===== config.mk =====
export PLATFORM = sky130hd
export DESIGN_NAME = tty_printer_iot
export DESIGN_NICKNAME = d
export VERILOG_FILES = /design/src/rtl/tty_printer_iot.sv
export SDC_FILE = /design/constraint.sdc
export NUM_CORES = 1
export LEC_CHECK = 0
export CAP_MARGIN = 20
export CORE_ASPECT_RATIO = 1.2
export CORE_MARGIN = 2
export CORE_UTILIZATION = 51
export DETAILED_ROUTE_END_ITERATION = 10
export GPL_TIMING_DRIVEN = 0
export PLACE_DENSITY_LB_ADDON = 0.25
export SETUP_SLACK_MARGIN = 0.5
export SLEW_MARGIN = 0
export SYNTH_ARGS = -nofsm -noshare
export SYNTH_HDL_FRONTEND = slang
export SYNTH_SLANG_ARGS = --single-unit

===== constraint.sdc =====
create_clock -name CLK -period 2.4 [get_ports CLK]
set_input_delay 0.48 -clock CLK [delete_from_list [all_inputs] [get_ports CLK]]
set_output_delay 0.48 -clock CLK [all_outputs]
set_load 0.02 [all_outputs]

===== src/rtl/tty_printer_iot.sv =====
// -----------------------------------------------------------------------------
// tty_printer_iot
//   Console printer device on the CPU IOT bus. Decodes the IOTs addressed to
//   DEVICE and sources SKIP for them. A TPC serialises AC[7:0] as 8N1 on TXD.
//   The printer flag is raised when the stop bit finishes, and it drives IRQ.
//
// Parameters
//   DEVICE  device code compared with IR[8:3]
//   CLKDIV  CLK cycles per serial bit time (>= 2)
//
// Ports
//   CLK    in   system clock, rising edge
//   RESET  in   asynchronous reset, active-high
//   IOT    in   one-cycle strobe, IR holds an IOT being executed
//   IR     in   [11:0] instruction register
//   AC     in   [11:0] accumulator, AC[7:0] is the character
//   SKIP   out  skip request, combinational, valid while IOT=1
//   IRQ    out  interrupt request, level
//   BUSY   out  frame in progress
//   TXD    out  serial data, idles at mark (1)
//
// Build option
//   TTY_IE_EN  adds an interrupt-enable register, which resets to 1.
//              6045 then loads IE from AC[0] and does nothing else.
//              IRQ = flag & IE. Without it, 6045 acts as TSF+TPC.
//
// States
//   ST_IDLE  | line at mark, ready to accept TPC
//   ST_START | start bit (space), one bit time
//   ST_DATA  | eight data bits, LSB first
//   ST_STOP  | stop bit (mark), one bit time; flag is set on its final edge
// -----------------------------------------------------------------------------
module tty_printer_iot #(
  parameter logic [5:0] DEVICE = 6'o04,
  parameter int         CLKDIV = 104
) (
  input  logic        CLK,
  input  logic        RESET,
  input  logic        IOT,
  input  logic [11:0] IR,
  input  logic [11:0] AC,
  output logic        SKIP,
  output logic        IRQ,
  output logic        BUSY,
  output logic        TXD
);

  localparam int            BW       = $clog2(CLKDIV);
  localparam logic [BW-1:0] BAUD_MAX = BW'(CLKDIV - 1);

  typedef enum logic [1:0] {
    ST_IDLE  = 2'd0,
    ST_START = 2'd1,
    ST_DATA  = 2'd2,
    ST_STOP  = 2'd3
  } state_t;

  state_t        state_q;
  logic [BW-1:0] baud_q;
  logic [2:0]    bit_q;
  logic [7:0]    shift_q;
  logic          txd_q;
  logic          busy_q;
  logic          flag_q;
  logic          flag_d;

  logic sel;
  logic op_set;
  logic op_tsf;
  logic op_tcf;
  logic op_tpc;
  logic op_ie;
  logic frame_end;

  // AC[11:8] has no function in this device.
  logic unused_ac_hi;
  assign unused_ac_hi = ^AC[11:8];

  // ---------------------------------------------------------------------------
  // IOT decode
  // ---------------------------------------------------------------------------
  assign sel = IOT && (IR[11:9] == 3'b110) && (IR[8:3] == DEVICE);

`ifdef TTY_IE_EN
  // 6045 takes over the whole instruction: no skip, no print.
  assign op_ie = sel && (IR[2:0] == 3'b101);
`else
  assign op_ie = 1'b0;
`endif

  assign op_set = sel && (IR[2:0] == 3'b000);
  assign op_tsf = sel && IR[0] && !op_ie;
  assign op_tcf = sel && IR[1] && !op_ie;
  assign op_tpc = sel && IR[2] && !op_ie;

  assign SKIP = op_tsf && flag_q;

  // The last cycle of the stop bit. The edge that ends it sets the flag and
  // returns the FSM to idle together.
  assign frame_end = (state_q == ST_STOP) && (baud_q == '0);

  // ---------------------------------------------------------------------------
  // Printer flag. A set from the frame end wins over a TCF on the same edge.
  // ---------------------------------------------------------------------------
  always_comb begin
    flag_d = flag_q;
    if (frame_end || op_set) begin
      flag_d = 1'b1;
    end else if (op_tcf) begin
      flag_d = 1'b0;
    end
  end

  always_ff @(posedge CLK or posedge RESET) begin
    if (RESET) begin
      flag_q <= 1'b0;
    end else begin
      flag_q <= flag_d;
    end
  end

`ifdef TTY_IE_EN
  logic ie_q;
  logic ie_d;

  always_comb begin
    ie_d = ie_q;
    if (op_ie) begin
      ie_d = AC[0];
    end
  end

  always_ff @(posedge CLK or posedge RESET) begin
    if (RESET) begin
      ie_q <= 1'b1;
    end else begin
      ie_q <= ie_d;
    end
  end

  assign IRQ = flag_q && ie_q;
`else
  assign IRQ = flag_q;
`endif

  // ---------------------------------------------------------------------------
  // Transmit FSM. The baud counter counts down from CLKDIV-1. On terminal
  // count the FSM moves to the next bit, so every bit lasts exactly CLKDIV
  // cycles. The next data bit is always at shift_q[0].
  // ---------------------------------------------------------------------------
  always_ff @(posedge CLK or posedge RESET) begin
    if (RESET) begin
      state_q <= ST_IDLE;
      baud_q  <= '0;
      bit_q   <= '0;
      shift_q <= '0;
      txd_q   <= 1'b1;
      busy_q  <= 1'b0;
    end else begin
      case (state_q)
        ST_IDLE: begin
          if (op_tpc) begin
            shift_q <= AC[7:0];
            baud_q  <= BAUD_MAX;
            bit_q   <= '0;
            txd_q   <= 1'b0;
            busy_q  <= 1'b1;
            state_q <= ST_START;
          end
        end

        ST_START: begin
          if (baud_q == '0) begin
            baud_q  <= BAUD_MAX;
            bit_q   <= '0;
            txd_q   <= shift_q[0];
            shift_q <= {1'b0, shift_q[7:1]};
            state_q <= ST_DATA;
          end else begin
            baud_q <= baud_q - BW'(1);
          end
        end

        ST_DATA: begin
          if (baud_q == '0) begin
            baud_q <= BAUD_MAX;
            if (bit_q == 3'd7) begin
              txd_q   <= 1'b1;
              state_q <= ST_STOP;
            end else begin
              bit_q   <= bit_q + 3'd1;
              txd_q   <= shift_q[0];
              shift_q <= {1'b0, shift_q[7:1]};
            end
          end else begin
            baud_q <= baud_q - BW'(1);
          end
        end

        ST_STOP: begin
          if (baud_q == '0) begin
            busy_q  <= 1'b0;
            bit_q   <= '0;
            state_q <= ST_IDLE;
          end else begin
            baud_q <= baud_q - BW'(1);
          end
        end

        default: begin
          state_q <= ST_IDLE;
          baud_q  <= '0;
          bit_q   <= '0;
          txd_q   <= 1'b1;
          busy_q  <= 1'b0;
        end
      endcase
    end
  end

  assign BUSY = busy_q;
  assign TXD  = txd_q;

endmodule


==> results.tsv <==
metric	value	unit
status	finished clean	
p_sw	0.00110	W
power.switching_fraction	0.408	
pwr_density_cell	1350	nW/um^2
rsz0062_at_grt	yes	
dieArea	3400	sq um
htree_levels	1	
synth-edff-count	0	
diodes	0	
syn_avg_cell_area	10.5	sq um
yosysWarnings	0	
clock.fmax	0.460	GHz
worstHoldStart	IR[2]	
setup_viol	0	
grt_pass1_wl	5740	um
rrSetupSlack	0.28	ns
wirelength	3520	um
rr_worst_depth	7	
ys_ff_latch	23	
clock_power_share	0.069	
grt_usage	0.226	
syn2layout_area_growth	33.7	%
dp_hpwl	2500	um
timing.rr.start	baud_q[1]	
ctsRootBufferMaster	clkbuf_4	
drtIter0Drc	38	
place.gp.congestion	0.864	
fin_area	2010	sq um
final_net_count	219	
min_to	BUSY	
skew	0.00656	ns
critPathMaxFanout	8	
min_path_type	in2reg	
cp.required	2.61	ns
p_leak	0.948	nW
rows	21	
route.detailed.drc	0	
cp-end-kind	flip-flop	
numClockSinks	23	
antenna_found_initial	0	
placed_area	1810	sq um
vias	1287	
synth_flop_cell	dfrtp_1	
comb_power_share	0.665	
cts_made_buffers	3	
netlist_instances	143	
postRouteAntennaNets	0	
synth_area	1500	sq um
grt_pass1_vias	1291	
critPathKind	in2reg	
drv_cap	0	
clk_pin_slew	0.13	ns
synth_nets	179	
die_x	53.5	um
max_slew_margin	0.417	
fp.dieH	63.4	um
clock_path_buffers	2	
peakVddDrop	1150	uV
port_buffers	26	
hold_depth	3	
utilization	0.714	
core_area	2810	sq um
overflow	0	
critPathArrivalTime	2.39	ns
start_util	0.534	
final_common_cell	dfrtp_1	
period_needed	2.17	ns
max_slew.worst_pin.slew	0.874	ns
p_int	0.00160	W
final-hold-violation-count	0	
grt_max_degree	24	
post-route-period-util	0.905	
yosysUniqueCellTypes	45	
slew_violations	0	
top_level_ports	31	
avgRoutedWirePerCell	16.3	um
async_reset_ff_frac	1.00	
clkLatencyLatePin	0.32	ns
worst_setup_path_start_kind	primary input	
p_seq_frac	0.267	
avgViaCountPerCell	5.96	
layout-drive-gt1-share	0.319	
cts_tree	built	
detail_route.first_pass.iterations	4	
r2r_end	shift_q[0]	
ys_seq_area_frac	0.384	
final_cell_mix	21 x dfrtp_1, 12 x clkdlybuf4s50_1, 10 x inv_1, 10 x mux2_4	
[sequential cells by signal (all words and copies together) (netlist names)]
name / cells
shift_q: 8
baud_q: 7
bit_q: 3
state_q: 2
BUSY: 1
IRQ: 1
TXD: 1
[worst max-delay path: stages]
cell	delay, ns
buf_6	0.10
or4b_4	0.57
o41a_1	0.44
a2111o_1	0.33
buf_6	0.16
mux2_4	0.30
[metal layers]
metal	share of wire	global-route usage	vias up
li1	-	-	607
met1	0.38	0.237	619
met2	0.54	0.434	52
met3	0.058	0.0355	9
met4	0.022	0.0673	0
met5	0	0	-
[power by group through the flow]
stage                     registers, W  clock network [W]  logic, W
after floorplan               0.000681                  0   0.00124
after global placement        0.000691                  0   0.00148
after detailed placement      0.000708                  0   0.00155
after CTS                     0.000711           0.000190   0.00172
after global routing          0.000740           0.000206   0.00195
final                         0.000720           0.000186   0.00180
[how the worst max path moves through the flow]
stage | end | cells after the start | start | slack [ns]
2_1_floorplan | shift_q[0] | 5 | IR[6] | 0.14
3_3_place_gp | SKIP | 5 | IR[6] | -0.68
3_5_place_dp | SKIP | 5 | IR[8] | -0.75
4_1_cts | SKIP | 5 | IR[8] | 0.24
5_1_grt | shift_q[0] | 6 | IR[8] | 0.22
6_report | shift_q[0] | 6 | IR[8] | 0.23
[timing repair]
item,in CTS,in global routing
pin swaps,8,4
endpoints found under the setup margin,24,23
gates resized for setup,41,16
setup buffers,7,2
hold buffers,0,0
[synthesized netlist by cell type, drive strengths merged (3+ instances only)]
master | instances | share of area
clkbuf | 3 | 0.0075
dfrtp | 22 | 0.37
ha | 9 | 0.075
inv | 10 | 0.025
mux2 | 19 | 0.16
nand2 | 10 | 0.025
nor2 | 6 | 0.015
nor2b | 5 | 0.021
nor3 | 3 | 0.013
o211ai | 4 | 0.020
o21ai | 13 | 0.043
or2 | 3 | 0.013
[logic make-up after synthesis]
| group | Yosys count | synth area share |
|---|---|---|
| adder cells (fa/ha/maj) | 9 | 0.0750 |
| buffers and inverters | 15 | 0.0433 |
| flip-flops | 23 | 0.384 |
| AO/OA/AOI/OAI | 37 | 0.180 |
| multiplexers | 19 | 0.163 |
| AND/OR/NAND/NOR | 40 | 0.155 |
[through the flow]
stage / cells / total power (W) / setup WS (ns) / setup TNS (ns) / hold slack (ns)
after floorplan: 143 / 0.00192 / 0.137 / 0 / 0.476
after global placement: 203 / 0.00217 / -0.682 / -4.74 / 0.481
after detailed placement: 203 / 0.00226 / -0.746 / -5.25 / 0.487
after CTS: 214 / 0.00262 / 0.243 / 0 / 0.516
after global routing: 216 / 0.00290 / 0.221 / 0 / 0.474
final: 216 / 0.00270 / 0.227 / 0 / 0.482
[cell type report]
cell class                 count  area, sq um
multi-input combinational    105          951
fill                         210          805
sequential                    23          578
timing repair buffer          35          332
tap                           34         42.5
buffer                         5         40.0
inverter                      10         37.5
clock buffer                   4         26.3
Power figures use the tool's default switching activity.
==> RTL change 1 (config.mk and constraints unchanged) <==
Register the output `IRQ` once more, without a reset; this adds one clock of latency there. The other outputs are not delayed to match.
--- a/src/rtl/tty_printer_iot.sv
+++ b/src/rtl/tty_printer_iot.sv
@@ -142,3 +142,5 @@
 `else
-  assign IRQ = flag_q;
+  always_ff @(posedge CLK) begin
+    IRQ <= flag_q;
+  end
 `endif
Function: changed (a bounded check fails within 4 cycles, from zero or initial values and one cycle with RESET high).
==> RTL change 1 against the original RTL <==
- sequential share of layout area is 1.4 points lower
- area after synthesis is 0.75% lower
- final area is 8.7% higher
- first-iteration DRC count is 100% higher
- total power is 17% higher
- sequential cell count is 1 higher
- worst setup slack better by 0.018 ns
- synthesized cell count is 1.4% lower
- clock skew is 0.00078 ns higher
- die area is 0.69% lower
- routed wire length is 25% higher
- worst hold slack worse by 0.044 ns
- register-to-register slack worse by 0.03 ns
- critical path type is now reg2reg
- critical endpoint is now shift_q[7]
==> RTL change 1: results (changes against the original RTL) <==
** Power
- Pleak :: 0.980 nW (+3.4%)
- The maximum VDD drop was 1100 µV (-3.7%).

** Placement
- The cell count after placement was 201 (-0.99%).
- Detail Placement HPWL :: 2310 µm (-7.6%)
- The worst slack at placement is -0.366 ns (+0.380 ns).
- The final weighted congestion in routability-driven placement was 0.850 (-1.6%).
- The count of buffers from port buffering was 26 (unchanged).
- Placed inst area :: 1810 µm² (-0.14%)

** Synth
- The number of warnings printed during yosys synthesis came to 0 (unchanged).
- Sorting the synthesized cells by area gives the leading types as sky130_fd_sc_hd__dfrtp_1 37%, sky130_fd_sc_hd__mux2_2 12%, sky130_fd_sc_hd__ha_1 7.6%.
- Yosys cell types :: 45 (unchanged)
- Post-synthesis sequential area ratio :: 40.1% (+1.6 points)
- Ys async rst share :: 95.8% (-4.2 points)
- Most common library cells after synthesis :: 22 x sky130_fd_sc_hd__dfrtp_1, 16 x sky130_fd_sc_hd__mux2_2, 9 x sky130_fd_sc_hd__ha_1, 9 x sky130_fd_sc_hd__inv_1, 8 x sky130_fd_sc_hd__nor3_1
- Syn Nets :: 177 (-1.1%)
- The average footprint of a synthesized cell is 10.6 µm² (+0.66%).

** Drt
- Average routed wire per standard cell :: 19.6 µm (+20%)
- The detailed-route vias per instance was 6.16 (+3.4%).
- The number of detailed-route iterations in the first pass was 4 (unchanged).
- The first-iteration detailed-routing DRC count is 76 (+100%).
- The wire length after detailed routing came to 4400 µm (+25%).

** Global routing
- The first-pass GRT wire length was 6440 µm (+12%).
- The via count of the first global-routing pass came to 1397 (+8.2%).
- The maximum number of pins on one net before global-route repair came to 24 (unchanged).
- Combined global-route utilization of all metal layers :: 26.0% (+3.4 points)

** Final layout
- The share of post-route cells with drive strength above 1 was 42.9% (+11 points).
- Largest registers :: shift_q x8, baud_q x7, bit_q x3
- The final-layout fill cell count came to 174 (-17%).
- The total inserted antenna cells is 0 (unchanged).
- The final net count came to 228 (+4.1%).

** STA
- The headroom to the max-slew limit is 39.9% (-1.8 points).
- The worst clock skew on the final layout is 0.00734 ns (+0.000783 ns).
- The worst setup slack after layout was 0.246 ns (+0.0184 ns).
- Worst hold slack :: 0.438 ns (-0.0440 ns)

** Clocking
- Buffer levels on the longest clock path :: 2 (unchanged)
- The latest clock arrival within the worst-skew pair is 0.34 ns (+0.02 ns).
- H-Tree Level Count :: 1 (unchanged)
- Clock slew at reported path FFs :: ~0.14 ns
- The hold-fix buffer count after cts is 0 (unchanged).
- The cell sitting at the root of the clock tree is a sky130_fd_sc_hd__clkbuf_4.

** Run status
- Outcome :: complete, no violations

** Setup path
- Top fanout value on the critical path :: 9 (+1)

** Hold path
- The worst hold path belongs to the class reg2reg.
-- RTL change 1: cell types whose count changed after synthesis, moves of 3 or more --
cell	delta
sky130_fd_sc_hd__a21o_1	+3
sky130_fd_sc_hd__a21oi_1	+5
sky130_fd_sc_hd__mux2_2	+7
sky130_fd_sc_hd__mux2_4	-8
sky130_fd_sc_hd__nand2_1	-6
sky130_fd_sc_hd__nor2b_1	-3
sky130_fd_sc_hd__nor3_1	+6
sky130_fd_sc_hd__o211ai_1	-4
sky130_fd_sc_hd__o21ai_0	-8
-- RTL change 1: cells by family (layout without fill, tap and decap cells) --
| kind of cell | count (synthesis) | in the layout | share of synthesized area (%) |
|---|---|---|---|
| flops | 24 | 24 | 40.1 |
| buf+inv | 13 | 63 | 3.27 |
| fa+ha+maj | 9 | 9 | 7.56 |
| compound gates | 37 | 37 | 19.4 |
| mux | 18 | 18 | 13.6 |
| simple gates | 40 | 40 | 16.1 |
-- RTL change 1: layout make-up --
type | count | area [µm²] | area share [%]
buffer | 4 | 28.8 | 1.32
clock buffer | 4 | 36.3 | 1.66
inverter | 9 | 33.8 | 1.55
multi-input combinational | 104 | 1030 | 47.4
sequential | 24 | 597 | 27.4
tap | 34 | 42.5 | 1.95
timing repair buffer | 46 | 408 | 18.7
-- RTL change 1: routing by layer --
metal | GRT usage [%] | vias up | share of wire [%]
li1 | - | 631 | -
met1 | 31.5 | 692 | 39
met2 | 43.4 | 49 | 54
met3 | 4.03 | 14 | 3.7
met4 | 12.5 | 0 | 3.1
met5 | 0 | - | 0
-- RTL change 1: worst max-delay path, stage by stage, from the launching register on --
cell	delay, ns
sky130_fd_sc_hd__dfrtp_1	0.52
sky130_fd_sc_hd__nor2_2	0.48
sky130_fd_sc_hd__nand2_2	0.17
sky130_fd_sc_hd__a2111oi_4	0.34
sky130_fd_sc_hd__buf_6	0.22
sky130_fd_sc_hd__mux2_4	0.32
-- RTL change 1: timing repair --
action                                 CTS  global route
pin swaps                                9             8
endpoints found under the hold margin    0             0
setup endpoints to repair               22            21
gates resized for setup                 48            33
setup buffers                           13             7
-- RTL change 1: worst paths after layout --
kind / from / to / depth (start not counted)
hold reg to reg: flag_q / IRQ / 0
setup reg to reg: baud_q[4] / shift_q[7] / 5
hold / removal: flag_q / IRQ / 0
min in group asynchronous: RESET / baud_q[4] / 2
max in group asynchronous: RESET / shift_q[1] / 2
setup / recovery: baud_q[4] / shift_q[7] / 5
-- RTL change 1: report_power, final --
part,internal [mW],switching [mW]
sequential,0.590,0.156
combinational,1.16,1.02
clock,0.0932,0.135
==> RTL change 2 (same flow settings) <==
Without the edit above. Build with the macro `TTY_IE_EN` defined.
--- a/src/rtl/tty_printer_iot.sv
+++ b/src/rtl/tty_printer_iot.sv
@@ -32,2 +32,4 @@
 // -----------------------------------------------------------------------------
+`define TTY_IE_EN
+
 module tty_printer_iot #(
Check against the original RTL: not equivalent (a bounded check fails within 4 cycles, from zero or initial values and one cycle with RESET high).
==> RTL change 2 against the original RTL <==
- the run now ends with negative setup slack left
- sequential share of layout area is 0.47 points lower
- sequential cell count is 1 higher
- final cell count is 3.2% higher
- routed wire length is 6.8% higher
- area after synthesis is 0.50% lower
- worst setup slack worse by 0.31 ns
- count of clock-buffer cells in the layout stayed put
- final area is 6.0% higher
- synthesized cell count is 3.5% higher
- largest cell class unchanged
Power is left out: it rests on default switching activity, and per cell area and clock period it moved more than threefold.
==> RTL change 2: results (changes against the original RTL) <==
** Synth
- The commonest cells after synthesis are 22 x sky130_fd_sc_hd__dfrtp_1, 20 x sky130_fd_sc_hd__mux2_2, 17 x sky130_fd_sc_hd__o21ai_0.
- Largest cells by area after synthesis :: sky130_fd_sc_hd__dfrtp_1 37%, sky130_fd_sc_hd__mux2_2 15%, sky130_fd_sc_hd__ha_1 7.5%
- The share of the yosys chip area belonging to registers is 40.4% (+2.0 points).
- The count of distinct cell types in the synthesized netlist came to 37 (-18%).
- Mean Syn Cell Area :: 10.1 µm² (-3.9%)

** Placement
- Placed cells :: 208 (+2.5%)
- The final weighted congestion in routability-driven placement is 0.800 (-7.4%).
- The instance area at placement came to 1830 µm² (+1.1%).
- Detail Placement HPWL :: 2460 µm (-1.6%)
- The worst slack at placement came to -0.939 ns (-0.193 ns).

** Run status
- The final reports fail on negative setup slack.
- Outcome :: finished, violations left

** STA
- Setup TNS :: -0.114 ns (-0.114 ns)
- The worst setup slack after layout came to -0.0796 ns (-0.307 ns).
- The final setup violation count came to 2 (+2).
- Post-Route Skew :: 0.00339 ns (-0.00317 ns)

** Final layout
- Final cell count without fillers :: 223 (+3.2%)
- The final-layout fill cell count came to 189 (-10%).
- Fraction of layout cells with a size suffix above 1 :: 33.9% (+2.0 points)

** Setup path
- In this run the worst setup path begins at IR[6].
- Among cell families on the critical path, the largest total delay comes from simple AND/OR/NAND/NOR gates.
- Top fanout value on the critical path :: 4 (-4)
- Critical path capture point :: SKIP
- The arrival time of the worst setup path came to 2.00 ns (-0.39 ns).
- Maximum single-stage delay on the critical path :: 0.53 ns (-0.04 ns)
- Worst-case reg-to-reg path depth :: 6 (-1)

** Global routing
- Met3 usage :: 4.74% (+1.2 points)
- The overall global routing resource usage was 24.7% (+2.1 points).
- The met2 track demand over resource came to 41.2% (-2.2 points).
- The via count of the first global-routing pass came to 1375 (+6.5%).
- The maximum number of pins on one net before global-route repair was 25 (+4.2%).
- The first-pass GRT wire length came to 6290 µm (+9.6%).

** Drt
- The wire length on met3 came to 169 µm (-18%).
- Average routed wire per standard cell :: 16.8 µm (+3.4%)
- Met1 wire length :: 1520 µm (+14%)
- Average via count per standard cell :: 6.12 (+2.7%)
- Number of DRC violations after detailed-routing iteration 0 :: 47 (+24%)

** Hold path
- Type of the most critical hold path :: reg2reg
- The startpoint identified for the worst hold timing path is shift_q[4].

** Clocking
- The post-cts sizing count was 60 (+46%).
- Buffers inserted during post-CTS setup optimization :: 11 (+4)
==> RTL change 2: cell count changes in the layout (fill, tap and decap cells not counted), sizes merged, moves of 4 or more <==
cell / before / now
o21ai: 13 / 17
nand2: 10 / 5
o211ai: 4 / 0
o31ai: 0 / 4
dlymetal6s2s: 6 / 0
nor2b: 5 / 1
clkdlybuf4s50: 12 / 19
==> RTL change 2: layout make-up <==
| class | instances | area [µm²] | share of cell area [%] |
|---|---|---|---|
| multi-input combinational | 108 | 993 | 46.7 |
| timing repair buffer | 37 | 370 | 17.4 |
| tap | 34 | 42.5 | 2.00 |
| sequential | 24 | 603 | 28.3 |
| inverter | 11 | 41.3 | 1.94 |
| buffer | 5 | 41.3 | 1.94 |
| clock buffer | 4 | 36.3 | 1.70 |
==> RTL change 2: cell families after synthesis <==
logic type,count (synthesis),share of synthesized area (%)
adder cells (fa/ha/maj),9,7.54
multiplexers,20,15.1
buffers and inverters,16,4.02
AO/OA/AOI/OAI,45,20.4
flip-flops,24,40.4
AND/OR/NAND/NOR,34,12.6
